<file path="config.mk">
export PLATFORM = sky130hd
export DESIGN_NAME = mem_arbiter_flat
export DESIGN_NICKNAME = d
export VERILOG_FILES = /design/src/rtl/mem_arb_pkg.sv /design/src/rtl/mem_arbiter_if.sv /design/src/rtl/mem_arb_rr.sv /design/src/rtl/mem_arbiter.sv /design/src/flat_wrapper.sv
export SDC_FILE = /design/constraint.sdc
export NUM_CORES = 1
export LEC_CHECK = 0
export BUFFER_PORTS_ARGS = -buffer_cell sky130_fd_sc_hd__buf_2
export CAP_MARGIN = 20
export CELL_PAD_IN_SITES_DETAIL_PLACEMENT = 2
export CELL_PAD_IN_SITES_GLOBAL_PLACEMENT = 2
export CORE_ASPECT_RATIO = 0.6
export CORE_MARGIN = 5
export CORE_UTILIZATION = 23
export DETAILED_ROUTE_END_ITERATION = 16
export PLACE_DENSITY = 0.78
export SYNTH_ARGS = -nofsm -noshare
export SYNTH_HDL_FRONTEND = slang
export SYNTH_SLANG_ARGS = --single-unit
</file>
<file path="constraint.sdc">
create_clock -name clk_in -period 1.5 [get_ports clk_in]
set_clock_uncertainty 0.2 [all_clocks]
set_input_delay 0.075 -clock clk_in [delete_from_list [all_inputs] [get_ports clk_in]]
set_output_delay 0.075 -clock clk_in [all_outputs]
set_load 0.05 [all_outputs]
</file>
<file path="src/rtl/mem_arb_pkg.sv">
// Shared types and constants for the memory arbiter.
// Used by mem_arbiter and mem_arb_rr.
package mem_arb_pkg;

    typedef enum logic {
        IDLE,
        BUSY
    } state_t;

    typedef enum logic {
        OWN_I,
        OWN_D
    } owner_t;

    localparam logic [2:0] LEN_WORD = 3'd2;

endpackage

</file>
<file path="src/rtl/mem_arbiter_if.sv">
// Fetch, LSB and downstream memory-controller signals of the memory arbiter.
// master = arbiter side, slave = requesters plus memory controller.
interface mem_arbiter_if #(
    parameter int unsigned ADDR_W = 32,
    parameter int unsigned DATA_W = 32
);
    logic              i_req;
    logic [ADDR_W-1:0] i_addr;
    logic              i_ready;
    logic [DATA_W-1:0] i_result;

    logic              d_req;
    logic              d_wr;
    logic [2:0]        d_len;
    logic [ADDR_W-1:0] d_addr;
    logic [DATA_W-1:0] d_value;
    logic              d_ready;
    logic [DATA_W-1:0] d_result;

    logic              m_waiting;
    logic              m_wr;
    logic [2:0]        m_len;
    logic [ADDR_W-1:0] m_addr;
    logic [DATA_W-1:0] m_value;
    logic              m_abort;
    logic              m_ready;
    logic [DATA_W-1:0] m_result;

    modport master (
        input  i_req, i_addr, d_req, d_wr, d_len, d_addr, d_value, m_ready, m_result,
        output i_ready, i_result, d_ready, d_result,
        output m_waiting, m_wr, m_len, m_addr, m_value, m_abort
    );

    modport slave (
        output i_req, i_addr, d_req, d_wr, d_len, d_addr, d_value, m_ready, m_result,
        input  i_ready, i_result, d_ready, d_result,
        input  m_waiting, m_wr, m_len, m_addr, m_value, m_abort
    );

endinterface

</file>
<file path="src/rtl/mem_arb_rr.sv">
// Two-way round-robin grant: bit 0 = fetch, bit 1 = LSB.
// On conflict the requester that was not granted last wins.
module mem_arb_rr
    import mem_arb_pkg::*;
(
    input  logic [1:0] req,
    input  owner_t     last,
    output logic [1:0] grant
);

    always_comb begin
        grant = 2'b00;
        case (req)
            2'b01:   grant = 2'b01;
            2'b10:   grant = 2'b10;
            2'b11:   grant = (last == OWN_D) ? 2'b01 : 2'b10;
            default: grant = 2'b00;
        endcase
    end

endmodule

</file>
<file path="src/rtl/mem_arbiter.sv">
// Shares the byte-serial memory controller between fetch and LSB, one transaction at a time.
// Optional MEM_ARBITER_PERF_EN adds grant/conflict counters.
module mem_arbiter
    import mem_arb_pkg::*;
#(
    parameter int unsigned ADDR_W = 32,
    parameter int unsigned DATA_W = 32,
    parameter logic [2:0]  I_LEN  = LEN_WORD
) (
    input  logic          clk_in,
    input  logic          rst_in,
    input  logic          rdy_in,
    input  logic          RoB_clear,
`ifdef MEM_ARBITER_PERF_EN
    output logic [31:0]   perf_i_grants,
    output logic [31:0]   perf_d_grants,
    output logic [31:0]   perf_conflicts,
`endif
    mem_arbiter_if.master bus
);

    state_t     state;
    owner_t     owner;
    owner_t     last_grant;
    logic [1:0] req;
    logic [1:0] grant;
    logic       fetch_live;

    assign req = {bus.d_req, bus.i_req};

    // A fetch whose requester moved on (redirect) must not be reported.
    assign fetch_live = bus.i_req && (bus.i_addr == bus.m_addr);

    mem_arb_rr u_rr (
        .req   (req),
        .last  (last_grant),
        .grant (grant)
    );

    always_ff @(posedge clk_in) begin
        if (rst_in) begin
            state         <= IDLE;
            owner         <= OWN_I;
            last_grant    <= OWN_D;
            bus.m_waiting <= 1'b0;
            bus.m_wr      <= 1'b0;
            bus.m_len     <= '0;
            bus.m_addr    <= '0;
            bus.m_value   <= '0;
            bus.m_abort   <= 1'b0;
            bus.i_ready   <= 1'b0;
            bus.i_result  <= '0;
            bus.d_ready   <= 1'b0;
            bus.d_result  <= '0;
        end else if (rdy_in) begin
            bus.i_ready <= 1'b0;
            bus.d_ready <= 1'b0;
            bus.m_abort <= 1'b0;
            case (state)
                IDLE: begin
                    if (!RoB_clear && (grant != 2'b00)) begin
                        state         <= BUSY;
                        bus.m_waiting <= 1'b1;
                        if (grant[0]) begin
                            owner       <= OWN_I;
                            last_grant  <= OWN_I;
                            bus.m_wr    <= 1'b0;
                            bus.m_len   <= I_LEN;
                            bus.m_addr  <= bus.i_addr;
                            bus.m_value <= '0;
                        end else begin
                            owner       <= OWN_D;
                            last_grant  <= OWN_D;
                            bus.m_wr    <= bus.d_wr;
                            bus.m_len   <= bus.d_len;
                            bus.m_addr  <= bus.d_addr;
                            bus.m_value <= bus.d_value;
                        end
                    end
                end
                BUSY: begin
                    // Committed stores survive a flush; reads are dropped.
                    if (RoB_clear && !bus.m_wr) begin
                        state         <= IDLE;
                        bus.m_waiting <= 1'b0;
                        bus.m_abort   <= 1'b1;
                    end else if (bus.m_ready) begin
                        state         <= IDLE;
                        bus.m_waiting <= 1'b0;
                        if (owner == OWN_I) begin
                            bus.i_result <= bus.m_result;
                            bus.i_ready  <= fetch_live;
                        end else begin
                            bus.d_result <= bus.m_result;
                            bus.d_ready  <= 1'b1;
                        end
                    end
                end
                default: state <= IDLE;
            endcase
        end
    end

`ifdef MEM_ARBITER_PERF_EN
    always_ff @(posedge clk_in) begin
        if (rst_in) begin
            perf_i_grants  <= '0;
            perf_d_grants  <= '0;
            perf_conflicts <= '0;
        end else if (rdy_in && (state == IDLE)) begin
            if (req == 2'b11) begin
                perf_conflicts <= perf_conflicts + 32'd1;
            end
            if (!RoB_clear && grant[0]) begin
                perf_i_grants <= perf_i_grants + 32'd1;
            end
            if (!RoB_clear && grant[1]) begin
                perf_d_grants <= perf_d_grants + 32'd1;
            end
        end
    end
`endif

endmodule

</file>
<file path="src/flat_wrapper.sv">
// flat-port wrapper written by rule: the top's interface ports become plain ports
module mem_arbiter_flat import mem_arb_pkg::*;
#(
    parameter int unsigned ADDR_W = 32,
    parameter int unsigned DATA_W = 32,
    parameter logic [2:0]  I_LEN  = LEN_WORD
)
  (clk_in, rst_in, rdy_in, RoB_clear, bus_i_req, bus_i_addr, bus_d_req, bus_d_wr, bus_d_len, bus_d_addr, bus_d_value, bus_m_ready, bus_m_result, bus_i_ready, bus_i_result, bus_d_ready, bus_d_result, bus_m_waiting, bus_m_wr, bus_m_len, bus_m_addr, bus_m_value, bus_m_abort);
  mem_arbiter_if #(.ADDR_W(ADDR_W), .DATA_W(DATA_W)) bus_i ();
  input  logic clk_in;
  input  logic rst_in;
  input  logic rdy_in;
  input  logic RoB_clear;
  input wire logic [$bits(bus_i.i_req)-1:0] bus_i_req;
  input wire logic [$bits(bus_i.i_addr)-1:0] bus_i_addr;
  input wire logic [$bits(bus_i.d_req)-1:0] bus_d_req;
  input wire logic [$bits(bus_i.d_wr)-1:0] bus_d_wr;
  input wire logic [$bits(bus_i.d_len)-1:0] bus_d_len;
  input wire logic [$bits(bus_i.d_addr)-1:0] bus_d_addr;
  input wire logic [$bits(bus_i.d_value)-1:0] bus_d_value;
  input wire logic [$bits(bus_i.m_ready)-1:0] bus_m_ready;
  input wire logic [$bits(bus_i.m_result)-1:0] bus_m_result;
  output wire logic [$bits(bus_i.i_ready)-1:0] bus_i_ready;
  output wire logic [$bits(bus_i.i_result)-1:0] bus_i_result;
  output wire logic [$bits(bus_i.d_ready)-1:0] bus_d_ready;
  output wire logic [$bits(bus_i.d_result)-1:0] bus_d_result;
  output wire logic [$bits(bus_i.m_waiting)-1:0] bus_m_waiting;
  output wire logic [$bits(bus_i.m_wr)-1:0] bus_m_wr;
  output wire logic [$bits(bus_i.m_len)-1:0] bus_m_len;
  output wire logic [$bits(bus_i.m_addr)-1:0] bus_m_addr;
  output wire logic [$bits(bus_i.m_value)-1:0] bus_m_value;
  output wire logic [$bits(bus_i.m_abort)-1:0] bus_m_abort;
  assign bus_i.i_req = bus_i_req;
  assign bus_i.i_addr = bus_i_addr;
  assign bus_i.d_req = bus_d_req;
  assign bus_i.d_wr = bus_d_wr;
  assign bus_i.d_len = bus_d_len;
  assign bus_i.d_addr = bus_d_addr;
  assign bus_i.d_value = bus_d_value;
  assign bus_i.m_ready = bus_m_ready;
  assign bus_i.m_result = bus_m_result;
  assign bus_i_ready = bus_i.i_ready;
  assign bus_i_result = bus_i.i_result;
  assign bus_d_ready = bus_i.d_ready;
  assign bus_d_result = bus_i.d_result;
  assign bus_m_waiting = bus_i.m_waiting;
  assign bus_m_wr = bus_i.m_wr;
  assign bus_m_len = bus_i.m_len;
  assign bus_m_addr = bus_i.m_addr;
  assign bus_m_value = bus_i.m_value;
  assign bus_m_abort = bus_i.m_abort;
  mem_arbiter #(.ADDR_W(ADDR_W), .DATA_W(DATA_W), .I_LEN(I_LEN)) u_core (.clk_in(clk_in), .rst_in(rst_in), .rdy_in(rdy_in), .RoB_clear(RoB_clear), .bus(bus_i));
endmodule
</file>
==> results by group <==
STA
  – # setup viols final: 100
  – Slew HR: 0.736
  – Slew @ Worst Pin: slightly below 0.4 ns
  – Min Tclk post-route: 1.68 ns
  – RSZ-0062 raised after global routing: yes
  – Final Max Tran Viols: 0
  – Final Hold Viols: 1
  – Hold WS: -0.000721 ns
  – Final setup margin: -0.175 ns
  – Setup TNS: -5.60 ns
  – FMAX: between 500 and 600 MHz
  – Period utilization: 1.12

Global routing
  – Largest net degree at the start of global routing: 54
  – First-pass GRT wire length: 46.6 mm
  – Vias in the first global route: about 7600
  – Initial antenna violation count: 4
  – All-Layer GR Usage: 0.214
  – Overflow after GRT: 0

Power
  – Combinational Power Share: 0.199
  – Internal power: roughly 7.6 mW
  – Tot Pwr: roughly 11 mW
  – Sequential share of power: 0.365
  – Peak supply drop: about 0.66 mV
  – NetSw: just over 3 mW
  – Clock Power Share: 0.436
  – Leakage: 4.62 nW
  – Switching part of the total: 0.292
  – PwrDens: around 960 nW/um^2

Outcome
  – Status: finished, violations left
  – Violated checks: negative hold slack, negative setup slack

Drt
  – DR DRC count: 0
  – Top sig layer: met4
  – DR WL met2: ~18 mm
  – Vias: 6747
  – Routed len/inst: around 24 microns
  – Drt first pass iters: 4
  – DR iter-0 viols: between 200 and 300
  – Met3 WL: approximately 1.8 mm
  – Vias per cell: roughly 4.7
  – Total wire length: 34.5 mm
  – Final ANT Viol Nets: 0
  – Metal1 wirelength: between 10 and 15 mm

Die
  – Die ar.: 28200 sq um
  – I/O pin count: about 280
  – Area of the core: 24300 sq um
  – Die width: approximately 210 microns
  – Cell Rows: 44
  – Starting Density: 0.235
  – Chip height: 132 microns

Setup path
  – CP endpoint kind: flip-flop
  – Req. time, crit path: 1.64 ns
  – Critical-path maximum fanout: 2
  – Crit Path Class: input port to flip-flop
  – Critical Path Start Type: input port
  – Arrival time worst endpoint: 1.82 ns

Synth
  – Syn nets: around 800
  – Yosys reg bits: 139
  – Number of enable flip-flop cells after synthesis: 0
  – Synth top cells by count: 164 x nand2_1, 139 x dfxtp_1, 104 x a21oi_1
  – Yosys cell types: 30
  – Syn_area_per_cell: roughly 8.6 sq um
  – Largest area contributor in the netlist: dfxtp_1
  – Cell area after synthesis: between 5000 and 6000 sq um
  – Sequential area share after synthesis: 0.488
  – Synth Flop Type: dfxtp_1
  – Yosys top cell area share: 0.488
  – Synth warn: 0
  – Mapped Cells: 660
  – Most numerous cell in the Yosys netlist: nand2_1
  – Fraction of registers with async set/reset: 0
  – Top post-synthesis cells by area: dfxtp_1 49%, nand2_1 11%, a21oi_1 9.1%

Finish
  – FILL cells: between 2000 and 3000
  – Nets: between 1000 and 1500
  – Non-Filler Instances: roughly 1400
  – FF+latch area: between 2000 and 3000 sq um
  – Layout cells sized above 1: 0.511
  – Multi-input gate area: 3530 sq um
  – Synth-to-layout area growth: 94.3%

CTS
  – Total CTS buffers: 17
  – Num Clock Sinks: roughly 140
  – Max clock buf depth: 2
  – Root Buffer: clkbuf_16
  – CTS tree: done
  – CTS clk-pin slew, worst paths: ~0.06 ns
  – Number of hold buffers added after cts: around 140
  – H-tree Lvls: 4
  – Worst-Skew Late Latency: about 0.43 ns

Place
  – GP Congestion: between 0.7 and 0.8
  – Placed Instances: 1244
  – HPWL after DPL: 18.0 mm
  – IO Port Bufs: 274

Job
  – # Max-Cap Violations: 0

Min path
  – Worst hold path class: input port to flip-flop
[placed cells by master, fill, tap and decap left out, types with 21 or more instances in the layout]
| master | count |
|---|---|
| buf_2 | 272 |
| a21oi_1 | 60 |
| nor2_1 | 36 |
| nand2_4 | 30 |
| clkbuf_16 | 25 |
| a21oi_2 | 44 |
| buf_4 | 26 |
| dfxtp_1 | 114 |
| mux2i_4 | 21 |
| dlygate4sd3_1 | 136 |
| nand3_1 | 29 |
| nand2_1 | 114 |
| dfxtp_2 | 24 |
| a211oi_2 | 30 |
[power groups by stage]
stage               Combinational (mW)  Sequential (mW)  Clock [mW]
detailed placement                1.43             3.97           0
floorplan                        0.498             4.30           0
global placement                  1.40             3.96           0
global route                      2.22             3.91        4.93
CTS                               1.75             3.89        4.74
finish                            2.12             3.90        4.66
[cell families after synthesis]
logic type      count (synthesis)  synth area share
compound gates                142             0.166
xor+xnor                       32            0.0491
buf+inv                        55            0.0489
flops                         139             0.488
mux                            32            0.0561
simple gates                  260             0.192
[critical path, stage by stage]
cell	delay, ns
dlygate4sd3_1	0.55
buf_2	0.17
xnor2_2	0.15
nand4_1	0.25
nor4b_2	0.31
nand4_1	0.16
o22ai_2	0.16
[sequential cells by signal (all words and copies together) (netlist names), 3 cells and up]
name                 cells
u_core.bus.d_result     32
u_core.bus.i_result     32
u_core.bus.m_addr       32
u_core.bus.m_len         3
u_core.bus.m_value      32
[metrics by stage]
step,util,instance area (sq um),setup WS (ns)
2_1_floorplan,-,5760,-0.106
3_3_place_gp,0.319,7750,-0.237
3_5_place_dp,0.319,7750,-0.201
4_1_cts,0.411,9970,-0.0734
5_1_grt,0.457,11100,-0.238
6_report,0.457,11100,-0.175
[final timing paths]
check | start | end | slack (ns) | depth (start not counted)
min | RoB_clear | u_core.bus.m_abort$_SDFFE_PP0P_ | -0.0007 | 5
max | bus_i_addr[5] | u_core.bus.i_ready$_SDFFE_PP0P_ | -0.18 | 7
min reg2reg | u_core.bus.m_value[19]$_SDFFE_PP0P_ | u_core.bus.m_value[19]$_SDFFE_PP0P_ | 0.25 | 2
max reg2reg | u_core.bus.m_addr[6]$_SDFFE_PP0P_ | u_core.bus.i_ready$_SDFFE_PP0P_ | -0.17 | 5
[timing repair]
item,CTS,global route
setup endpoints to repair,113,126
pin swaps,15,73
gates resized for setup,41,180
cloned,3,10
buffers inserted,0,11
endpoints found under the hold margin,138,1
[per-layer routing]
layer  up-vias  global-route usage
li1       3127                   -
met1      3389               0.255
met2       191               0.382
met3        40              0.0537
met4         0              0.0575
met5         -                   0
[layout make-up]
class | instances | area share
Timing Repair Buffer | 473 | 0.333
Multi-Input combinational cell | 466 | 0.318
Sequential cell | 139 | 0.254
Clock buffer | 18 | 0.0396
Tap cell | 322 | 0.0363
Clock inverter | 14 | 0.0173
Inverter | 4 | 0.00135
Antenna cell | 4 | 0.000903
Power figures use the tool's default switching activity.
